## src/rtl/inst_encoder.sv

```systemverilog
`timescale 1ns/1ps
// Two-stage RV32I instruction encoder: operand fields in, packed word plus IMEM byte address out.
// Define IMM_RANGE_CHECK_EN to turn illegal immediates and unknown opcodes into a flagged NOP.
module inst_encoder #(
    parameter int                    DATA_WIDTH = 32,
    parameter int                    ADDR_WIDTH = 32,
    parameter logic [ADDR_WIDTH-1:0] BASE_ADDR  = '0
) (
    input  logic                  clk,
    input  logic                  rst,
    input  logic                  in_valid,
    output logic                  in_ready,
    input  logic [6:0]            in_opcode,
    input  logic [4:0]            in_rd,
    input  logic [4:0]            in_rs1,
    input  logic [4:0]            in_rs2,
    input  logic [2:0]            in_funct3,
    input  logic [6:0]            in_funct7,
    input  logic [DATA_WIDTH-1:0] in_imm,
    output logic                  out_valid,
    input  logic                  out_ready,
    output logic [DATA_WIDTH-1:0] out_inst,
    output logic [ADDR_WIDTH-1:0] out_addr,
    output logic                  out_err
);

    typedef enum logic [6:0] {
        OP_R      = 7'b0110011,
        OP_IMM    = 7'b0010011,
        OP_LOAD   = 7'b0000011,
        OP_JALR   = 7'b1100111,
        OP_STORE  = 7'b0100011,
        OP_BRANCH = 7'b1100011,
        OP_LUI    = 7'b0110111,
        OP_AUIPC  = 7'b0010111,
        OP_JAL    = 7'b1101111
    } opcode_e;

    typedef struct packed {
        logic [6:0]  opcode;
        logic [4:0]  rd;
        logic [4:0]  rs1;
        logic [4:0]  rs2;
        logic [2:0]  funct3;
        logic [6:0]  funct7;
        logic [31:0] imm;
    } bundle_t;

    localparam logic [31:0] NOP = 32'h0000_0013;

    bundle_t     s1;
    logic        s1_valid;
    logic        s2_valid;
    logic        s2_rdy;
    logic [31:0] raw_inst;
    logic [31:0] enc_inst;
    logic        enc_err;
    logic        is_shift;

    assign s2_rdy    = !s2_valid || out_ready;
    assign in_ready  = !s1_valid || s2_rdy;
    assign out_valid = s2_valid;
    assign is_shift  = (s1.funct3 == 3'b001) || (s1.funct3 == 3'b101);

    // Pure format packing; legality is judged separately so the default build stays free of it.
    // NOTE: every always_comb output gets a default first, so no path can infer a latch.
    always_comb begin
        raw_inst = NOP;
        case (s1.opcode)
            OP_R:
                raw_inst = {s1.funct7, s1.rs2, s1.rs1, s1.funct3, s1.rd, s1.opcode};
            OP_IMM, OP_LOAD, OP_JALR:
                if (s1.opcode == OP_IMM && is_shift)
                    raw_inst = {s1.funct7, s1.imm[4:0], s1.rs1, s1.funct3, s1.rd, s1.opcode};
                else
                    raw_inst = {s1.imm[11:0], s1.rs1, s1.funct3, s1.rd, s1.opcode};
            OP_STORE:
                raw_inst = {s1.imm[11:5], s1.rs2, s1.rs1, s1.funct3, s1.imm[4:0], s1.opcode};
            OP_BRANCH:
                raw_inst = {s1.imm[12], s1.imm[10:5], s1.rs2, s1.rs1, s1.funct3,
                            s1.imm[4:1], s1.imm[11], s1.opcode};
            OP_LUI, OP_AUIPC:
                raw_inst = {s1.imm[31:12], s1.rd, s1.opcode};
            OP_JAL:
                raw_inst = {s1.imm[20], s1.imm[10:1], s1.imm[11], s1.imm[19:12], s1.rd, s1.opcode};
            default:
                raw_inst = NOP;
        endcase
    end

`ifdef IMM_RANGE_CHECK_EN
    logic imm_bad;
    logic fits_12;
    logic fits_13;
    logic fits_21;

    // A signed value fits in N bits when every bit from N-1 upward equals the sign bit.
    assign fits_12 = (&s1.imm[31:11]) || !(|s1.imm[31:11]);
    assign fits_13 = (&s1.imm[31:12]) || !(|s1.imm[31:12]);
    assign fits_21 = (&s1.imm[31:20]) || !(|s1.imm[31:20]);

    always_comb begin
        imm_bad = 1'b1;
        case (s1.opcode)
            OP_R:
                imm_bad = 1'b0;
            OP_IMM, OP_LOAD, OP_JALR:
                if (s1.opcode == OP_IMM && is_shift)
                    imm_bad = |s1.imm[31:5];
                else
                    imm_bad = !fits_12;
            OP_STORE:
                imm_bad = !fits_12;
            OP_BRANCH:
                imm_bad = !fits_13 || s1.imm[0];
            OP_LUI, OP_AUIPC:
                imm_bad = |s1.imm[11:0];
            OP_JAL:
                imm_bad = !fits_21 || s1.imm[0];
            default:
                imm_bad = 1'b1;
        endcase
    end

    assign enc_inst = imm_bad ? NOP : raw_inst;
    assign enc_err  = imm_bad;
`else
    assign enc_inst = raw_inst;
    assign enc_err  = 1'b0;
`endif

    // NOTE: the S1 operand bundle is pure datapath qualified by s1_valid, so it carries no reset.
    always_ff @(posedge clk) begin
        if (in_valid && in_ready) begin
            s1.opcode <= in_opcode;
            s1.rd     <= in_rd;
            s1.rs1    <= in_rs1;
            s1.rs2    <= in_rs2;
            s1.funct3 <= in_funct3;
            s1.funct7 <= in_funct7;
            s1.imm    <= 32'(in_imm);
        end
    end

    // NOTE: sequential state uses non-blocking assignments so every register samples pre-edge values.
    always_ff @(posedge clk) begin
        if (rst) begin
            s1_valid <= 1'b0;
            s2_valid <= 1'b0;
            out_inst <= '0;
            out_err  <= 1'b0;
            out_addr <= BASE_ADDR;
        end else begin
            // in_ready implies S1 is empty or draining this cycle, so it simply takes in_valid.
            if (in_ready)
                s1_valid <= in_valid;
            if (s2_rdy)
                s2_valid <= s1_valid;
            if (s2_rdy && s1_valid) begin
                out_inst <= DATA_WIDTH'(enc_inst);
                out_err  <= enc_err;
            end
            if (s2_valid && out_ready)
                out_addr <= out_addr + ADDR_WIDTH'(4);
        end
    end

endmodule

```

## config.mk

```make
export PLATFORM = sky130hd
export DESIGN_NAME = inst_encoder
export DESIGN_NICKNAME = d
export VERILOG_FILES = /design/src/rtl/inst_encoder.sv
export SDC_FILE = /design/constraint.sdc
export NUM_CORES = 1
export LEC_CHECK = 0
export CELL_PAD_IN_SITES_DETAIL_PLACEMENT = 0
export CELL_PAD_IN_SITES_GLOBAL_PLACEMENT = 1
export CORE_UTILIZATION = 30
export DETAILED_ROUTE_END_ITERATION = 8
export HOLD_SLACK_MARGIN = 0.12
export PLACE_DENSITY = 0.74
export SLEW_MARGIN = 20
export SYNTH_ARGS = -nofsm -noshare
export SYNTH_HDL_FRONTEND = slang
export SYNTH_SLANG_ARGS = --single-unit
```

## constraint.sdc

```tcl
create_clock -name clk -period 3.25 [get_ports clk]
set_input_delay 0.325 -clock clk [delete_from_list [all_inputs] [get_ports clk]]
set_output_delay 0.325 -clock clk [all_outputs]
set_load 0.03 [all_outputs]
```

==> flow_metrics.tcl, run 1 <==
set metrics [dict create \
    cts_hold_buffers 0 \
    die_h_um 131.2 \
    power.leakage_nw 2.350 \
    crit_chain "nor2b_1 > nand2_1 > clkdlybuf4s50_1" \
    clk_latency_ns 0.42 \
    drt_wl_total_mm 12.05 \
    grt_usage 0.1464 \
    vias 3678 \
    pre_cts_ws_ns 0.7744 \
    worstPathArrival_ns 1.85 \
    antenna_found_initial 0 \
    worstMarginPinSlew_ns 0.9044 \
    finalSetupTns_ns 0 \
    nets 632 \
    yosys.area.top_type "edfxtp_1" \
    yosysTopAreaCellShare 0.3835 \
    slew_violations 0 \
    cts-htree-levels 4 \
    synth_edf_count 64 \
    fmax_ghz 0.4593 \
    synth-seq-cells 128 \
    postCtsSetupBuffers 0 \
    status "completed" \
    cts_root_buffer "clkbuf_16" \
    finClkSkew_ns 0.01028 \
    first_iter_violations 245 \
    crit_slowest_cell "clkdlybuf4s50_1" \
    grt_max_degree 65 \
    synth-seq-area-share 0.6392 \
    num_antenna_cells 0 \
    synthArstFlopShare 0 \
    dp_cells 760 \
    critPathRequiredTime_ns 2.92 \
    coreArea_um2 16120 \
    cts-buffers-inserted 17 \
    ys.flop_type "edfxtp_1" \
    clock_path_buffers 2 \
    final_core_util 0.4450 \
    area_growth_pct 43.12 \
    routabilityCongestion 0.7818 \
    critPathMaxFanout 5 \
    portBuffers 131 \
    die_area_um2 17220 \
    rows 46 \
    drive_gt1_frac 0.09375 \
    fill_cells 1468 \
    ir_worst_vdd_v 0.0004392 \
    maxSlewHeadroom 0.3952 \
    dp_hpwl_mm 8.534 \
    start_util 0.3109 \
    instances_no_fill 792 \
    powerDensity_nw_per_um2 568.5 \
    setup_viol 0 \
    io_pins 135 \
    maxCapViolCount 0 \
    overflow 0 \
    yosysWarnings 0 \
    routedWlPerCell_um 15.21 \
    ctsResizeCount 0 \
    fin_ws_ns 1.073 \
    rsz0062_at_grt "no" \
    cts_num_sinks 128 \
    ant_nets 0 \
    worstSetupStartpointType "flip-flop" \
    finalCritPeriodShare 0.6699 \
    clk_pin_slew_worst_paths_ns 0.06 \
    synth_cells 428 \
    slowest_delay_ns 0.61 \
    grt_pass1_wl_mm 19.58 \
    fin_crit_ns 2.177 \
    grt_pass1_vias 3769 \
    end_kind "primary output" \
    routed_via_density 4.644 \
    worst_hold_path_type "reg2reg" \
    drt_first_pass_iters 4 \
    finalPower_mw 4.077 \
    die_w_um 131.2 \
    tritoncts "done" \
    syn_area_um2 5011 \
    drc 0 \
    synth_area_per_cell_um2 11.71 \
    ys_top_cells_by_area "edfxtp_1 38%, dfxtp_1 26%, xnor2_1 3.8%, nor2_1 3.7%, nand2_1 3.0%" \
    path_class "reg2out" \
    finalHoldViolCount 0 \
    yosysUniqueCellTypes 54 \
]
[report_power, final]
part,internal [mW],total [mW],leakage (nW),switching [mW]
Clock,1.35,2.06,0.320,0.703
Sequential,1.76,1.79,1.14,0.0318
Combinational,0.118,0.228,0.887,0.110
[cell usage after synthesis, types with 2 or more instances]
library cell and n:
nand2_1 40, nand3b_1 2, inv_1 9, a21oi_1 9, and3_1 4, clkbuf_1 13, or3_1 3, nor2_1 49
dfxtp_1 64, buf_4 4, edfxtp_1 64, or2_2 2, a22oi_2 5, o21ai_0 6, o21ai_1 14, and4_1 4
nor4_1 3, a222oi_1 10, nand4_1 6, and2_1 2, nand3_1 11, nor3_1 25, buf_2 3, nor2b_1 5
xor2_1 4, xnor2_1 22, a221oi_1 5, buf_6 3, a22oi_1 10, a311oi_1 2, o32ai_1 2
[cells by family (layout without fill, tap and decap cells)]
group / count (synthesis) / in the layout / synth area share
AO/OA/AOI/OAI: 72 / 72 / 0.1106
buffers and inverters: 33 / 179 / 0.03296
adder cells (fa/ha/maj): 1 / 1 / 0.002496
XOR/XNOR: 26 / 26 / 0.04544
AND/OR/NAND/NOR: 165 / 165 / 0.1643
multiplexers: 2 / 2 / 0.004245
other: 1 / 3 / 0.0007483
flip-flops: 128 / 128 / 0.6392
[worst max-delay path: cells and delay by family, from the launching register on]
family	cells	cell delay, ns
buffers and inverters	1	0.61
AND/OR/NAND/NOR	2	0.48
flip-flops	1	0.35
[registers in the layout, summed over array words and instances, names as in the netlist]
register   count
out_addr      30
out_inst      32
out_valid      1
s1            64
s1_valid       1
[per-layer routing]
layer	track usage	routed length [um]
met1	0.1799	5415
met4	0.04706	77
met5	0	0
met2	0.2305	5548
met3	0.06173	1005
[path summary, 6_finish.rpt]
check             cells past startpoint      endpoint  slack, ns          from
hold reg to reg                       2  out_inst[15]       0.46  out_inst[15]
setup / recovery                      3      in_ready       1.07     out_valid
setup reg to reg                      5  out_inst[17]       1.12        s1[61]
hold / removal                        2  out_inst[15]       0.46  out_inst[15]
[layout by cell type (no fill, tap or decap), types with 3 or more instances in the layout]
cell type	n
a221oi_1	5
xnor2_1	22
dfxtp_1	64
inv_1	9
a22oi_2	5
buf_4	7
nor2_1	48
nor2b_1	5
a22oi_1	10
nand3_1	11
clkinv_2	3
nand2_1	40
nor3_1	25
a21oi_1	9
o21ai_1	14
nor4_1	3
bufinv_16	4
nand4_1	6
conb_1	3
and4_1	4
clkinv_4	3
a222oi_1	10
clkbuf_16	18
xor2_1	4
o21ai_0	6
or3_1	3
clkdlybuf4s50_1	131
edfxtp_1	64
and3_1	4
[metrics by stage]
| step | hold slack (ns) | instance area, um2 |
|---|---|---|
| 2_1_floorplan | 0.4239 | 5019 |
| 3_3_place_gp | 0.4394 | 6525 |
| 3_5_place_dp | 0.4431 | 6525 |
| 4_1_cts | 0.4360 | 7172 |
| 5_1_grt | 0.4407 | 7172 |
| 6_report | 0.4560 | 7172 |
[cell type report]
| cell class | instances | area [um2] | area share |
|---|---|---|---|
| inverters | 9 | 33.78 | 0.004710 |
| well taps | 216 | 270.3 | 0.03768 |
| clock buffers | 20 | 467.9 | 0.06525 |
| clock inverters | 12 | 178.9 | 0.02495 |
| repair buffers | 138 | 1364 | 0.1902 |
| flip-flops and latches | 128 | 3203 | 0.4466 |
| multi-input cells | 269 | 1654 | 0.2306 |
No activity file was read; power rests on OpenSTA's default activity.
==> inputs of run 2 (changes only) <==
--- a/config.mk
+++ b/config.mk
@@ -10,7 +10,7 @@
 export CORE_UTILIZATION = 30
 export DETAILED_ROUTE_END_ITERATION = 8
 export HOLD_SLACK_MARGIN = 0.12
-export PLACE_DENSITY = 0.74
+export PLACE_DENSITY = 0.76
 export SLEW_MARGIN = 20
 export SYNTH_ARGS = -nofsm -noshare
 export SYNTH_HDL_FRONTEND = slang
==> constraint.sdc (replaced) <==
create_clock -name clk -period 1.8 [get_ports clk]
set_input_delay 0.18 -clock clk [delete_from_list [all_inputs] [get_ports clk]]
set_output_delay 0.18 -clock clk [all_outputs]
set_load 0.03 [all_outputs]
==> flow_metrics.tcl, run 2 (same netlist as run 1, synthesis figures left out) <==
set metrics [dict create \
    instances_no_fill 833 \
    slowest_delay_ns 0.47 \
    grt_pass1_wl_mm 20.02 \
    power.share.switching 0.2107 \
    crit_chain "o21ba_4 > o32ai_4 > nor2_4 > or3_4 > a22oi_2" \
    worst_hold_path_type "in2reg" \
    clock_path_buffers 2 \
    start_util 0.3109 \
    fin_crit_ns 1.821 \
    coreArea_um2 16120 \
    vias 3931 \
    rsz0062_at_grt "yes" \
    seqCellArea_um2 3203 \
    crit_buf_inv 0 \
    cts-buffers-inserted 17 \
    clk_latency_ns 0.41 \
    p_sw_mw 1.467 \
    drt_wl_total_mm 12.67 \
    worstPathArrival_ns 2.16 \
    dp_cells 791 \
    grt_max_degree 33 \
    p_int_mw 5.496 \
    final_common_cell "clkdlybuf4s50_1" \
    num_antenna_cells 0 \
    fin_ws_ns -0.02092 \
    overflow 0 \
    hold_ws_ns 0.3216 \
    fill_cells 1483 \
    top_register "s1" \
    status "finished, violations left" \
    worstSetupStartpointType "flip-flop" \
    critPathMaxFanout 5 \
    cp.depth 5 \
    top_regs "s1 x64, out_inst x32, out_addr x30" \
    finalHoldViolCount 0 \
    grt_pass1_vias 3983 \
    ir_worst_vdd_v 0.0006395 \
    routabilityCongestion 0.8053 \
    drt_first_pass_iters 4 \
    clkPwrFrac 0.467 \
    ff2ff_path_depth 5 \
    multiInputGateArea_um2 1709 \
    cts-htree-levels 4 \
    setup_viol 3 \
    area_growth_pct 49.26 \
    path_class "reg2reg" \
    first_iter_violations 255 \
    dp_hpwl_mm 9.108 \
    crit_slowest_cell "edfxtp_1" \
    grt_usage 0.1503 \
    io_pins 135 \
    powerDensity_nw_per_um2 931.0 \
    largest_reg_flops 64 \
    layout_common_cells "129 x clkdlybuf4s50_1, 64 x dfxtp_1, 64 x edfxtp_1, 48 x nor2_1, 42 x buf_4" \
    cts_num_sinks 128 \
    tritoncts "done" \
    finalPower_mw 6.964 \
    whs_path_depth 1 \
    cts_root_buffer "clkbuf_16" \
    ant_nets 0 \
    die_area_um2 17220 \
    drc 0 \
    routed_via_density 4.719 \
    portBuffers 131 \
    cp_top_family "compound AO/OA/AOI/OAI gates" \
    critPathRequiredTime_ns 2.14 \
    nets 673 \
    violations "negative setup slack" \
    drive_gt1_frac 0.1556 \
    fmax_ghz 0.5492 \
    slew_violations 0 \
    end_kind "flip-flop" \
    clk_pin_slew_worst_paths_ns 0.06 \
    power.leakage_nw 2.531 \
    rows 46 \
    die_w_um 131.2 \
    finClkSkew_ns 0.009661 \
    p_comb_frac 0.070 \
    pwr-share-seq 0.463 \
    finalCritPeriodShare 1.012 \
    maxCapViolCount 0 \
    die_h_um 131.2 \
    antenna_found_initial 0 \
    cts_hold_buffers 0 \
    routedWlPerCell_um 15.21 \
]
## run 2: cell types whose count changed in the layout (fill, tap and decap cells not counted), sizes merged
cell,change
clkbuf,+1
bufinv,-2
inv,-1
clkinv,-1
or3,+2
dlymetal6s2s,+1
dlygate4sd2,+1
buf,+39
clkdlybuf4s50,-2
clkinvlp,+3
## run 2: worst paths after layout
check	endpoint	from	slack [ns]
setup / recovery	out_inst[27]	s1[59]	-0.02
setup reg to reg	out_inst[27]	s1[59]	-0.02
hold / removal	s1[9]	in_imm[9]	0.32
hold reg to reg	out_inst[6]	out_inst[6]	0.46
## run 2: layout make-up
type / count / share of cell area
well taps: 216 / 0.03613
repair buffers: 177 / 0.2272
inverters: 9 / 0.004517
flip-flops and latches: 128 / 0.4282
multi-input cells: 271 / 0.2285
clock inverters: 11 / 0.01522
clock buffers: 21 / 0.06022
## run 2: worst reg2reg max path, stage by stage (launching register included)
cell and delay [ns]:
edfxtp_1 0.47, o21ba_4 0.24, o32ai_4 0.32, nor2_4 0.08
or3_4 0.45, a22oi_2 0.18
## run 2: timing repair
action	in CTS	in global routing
pin swaps	1	8
resized for setup	2	10
gates cloned	0	2
setup buffers	0	8
endpoints found under the setup margin	11	32
hold endpoints to repair	0	0
## run 2: power by group through the flow
stage	registers (mW)	clock network [mW]	logic (mW)
final	3.23	3.25	0.489
after global routing	3.23	3.48	0.525
after CTS	3.23	3.33	0.471
after detailed placement	3.29	0	0.470
after global placement	3.28	0	0.463
after floorplan	3.31	0	0.167
## run 2: metrics by stage
step	utilization	area, um2	setup TNS [ns]	setup WS, ns
2_1_floorplan	-	5024	-2.315	-0.03617
3_3_place_gp	0.4217	6797	-0.04006	-0.01427
3_5_place_dp	0.4217	6797	-0.2632	-0.07937
4_1_cts	0.4570	7365	-0.06481	-0.01814
5_1_grt	0.4641	7480	-0.4819	-0.06996
6_report	0.4641	7480	-0.03797	-0.02092
## run 2: layer usage
metal	track usage	share of wire	routed length (um)
met1	0.1864	0.45	5715
met2	0.2414	0.47	5934
met3	0.05363	0.068	866
met4	0.04967	0.012	150
met5	0	0	0
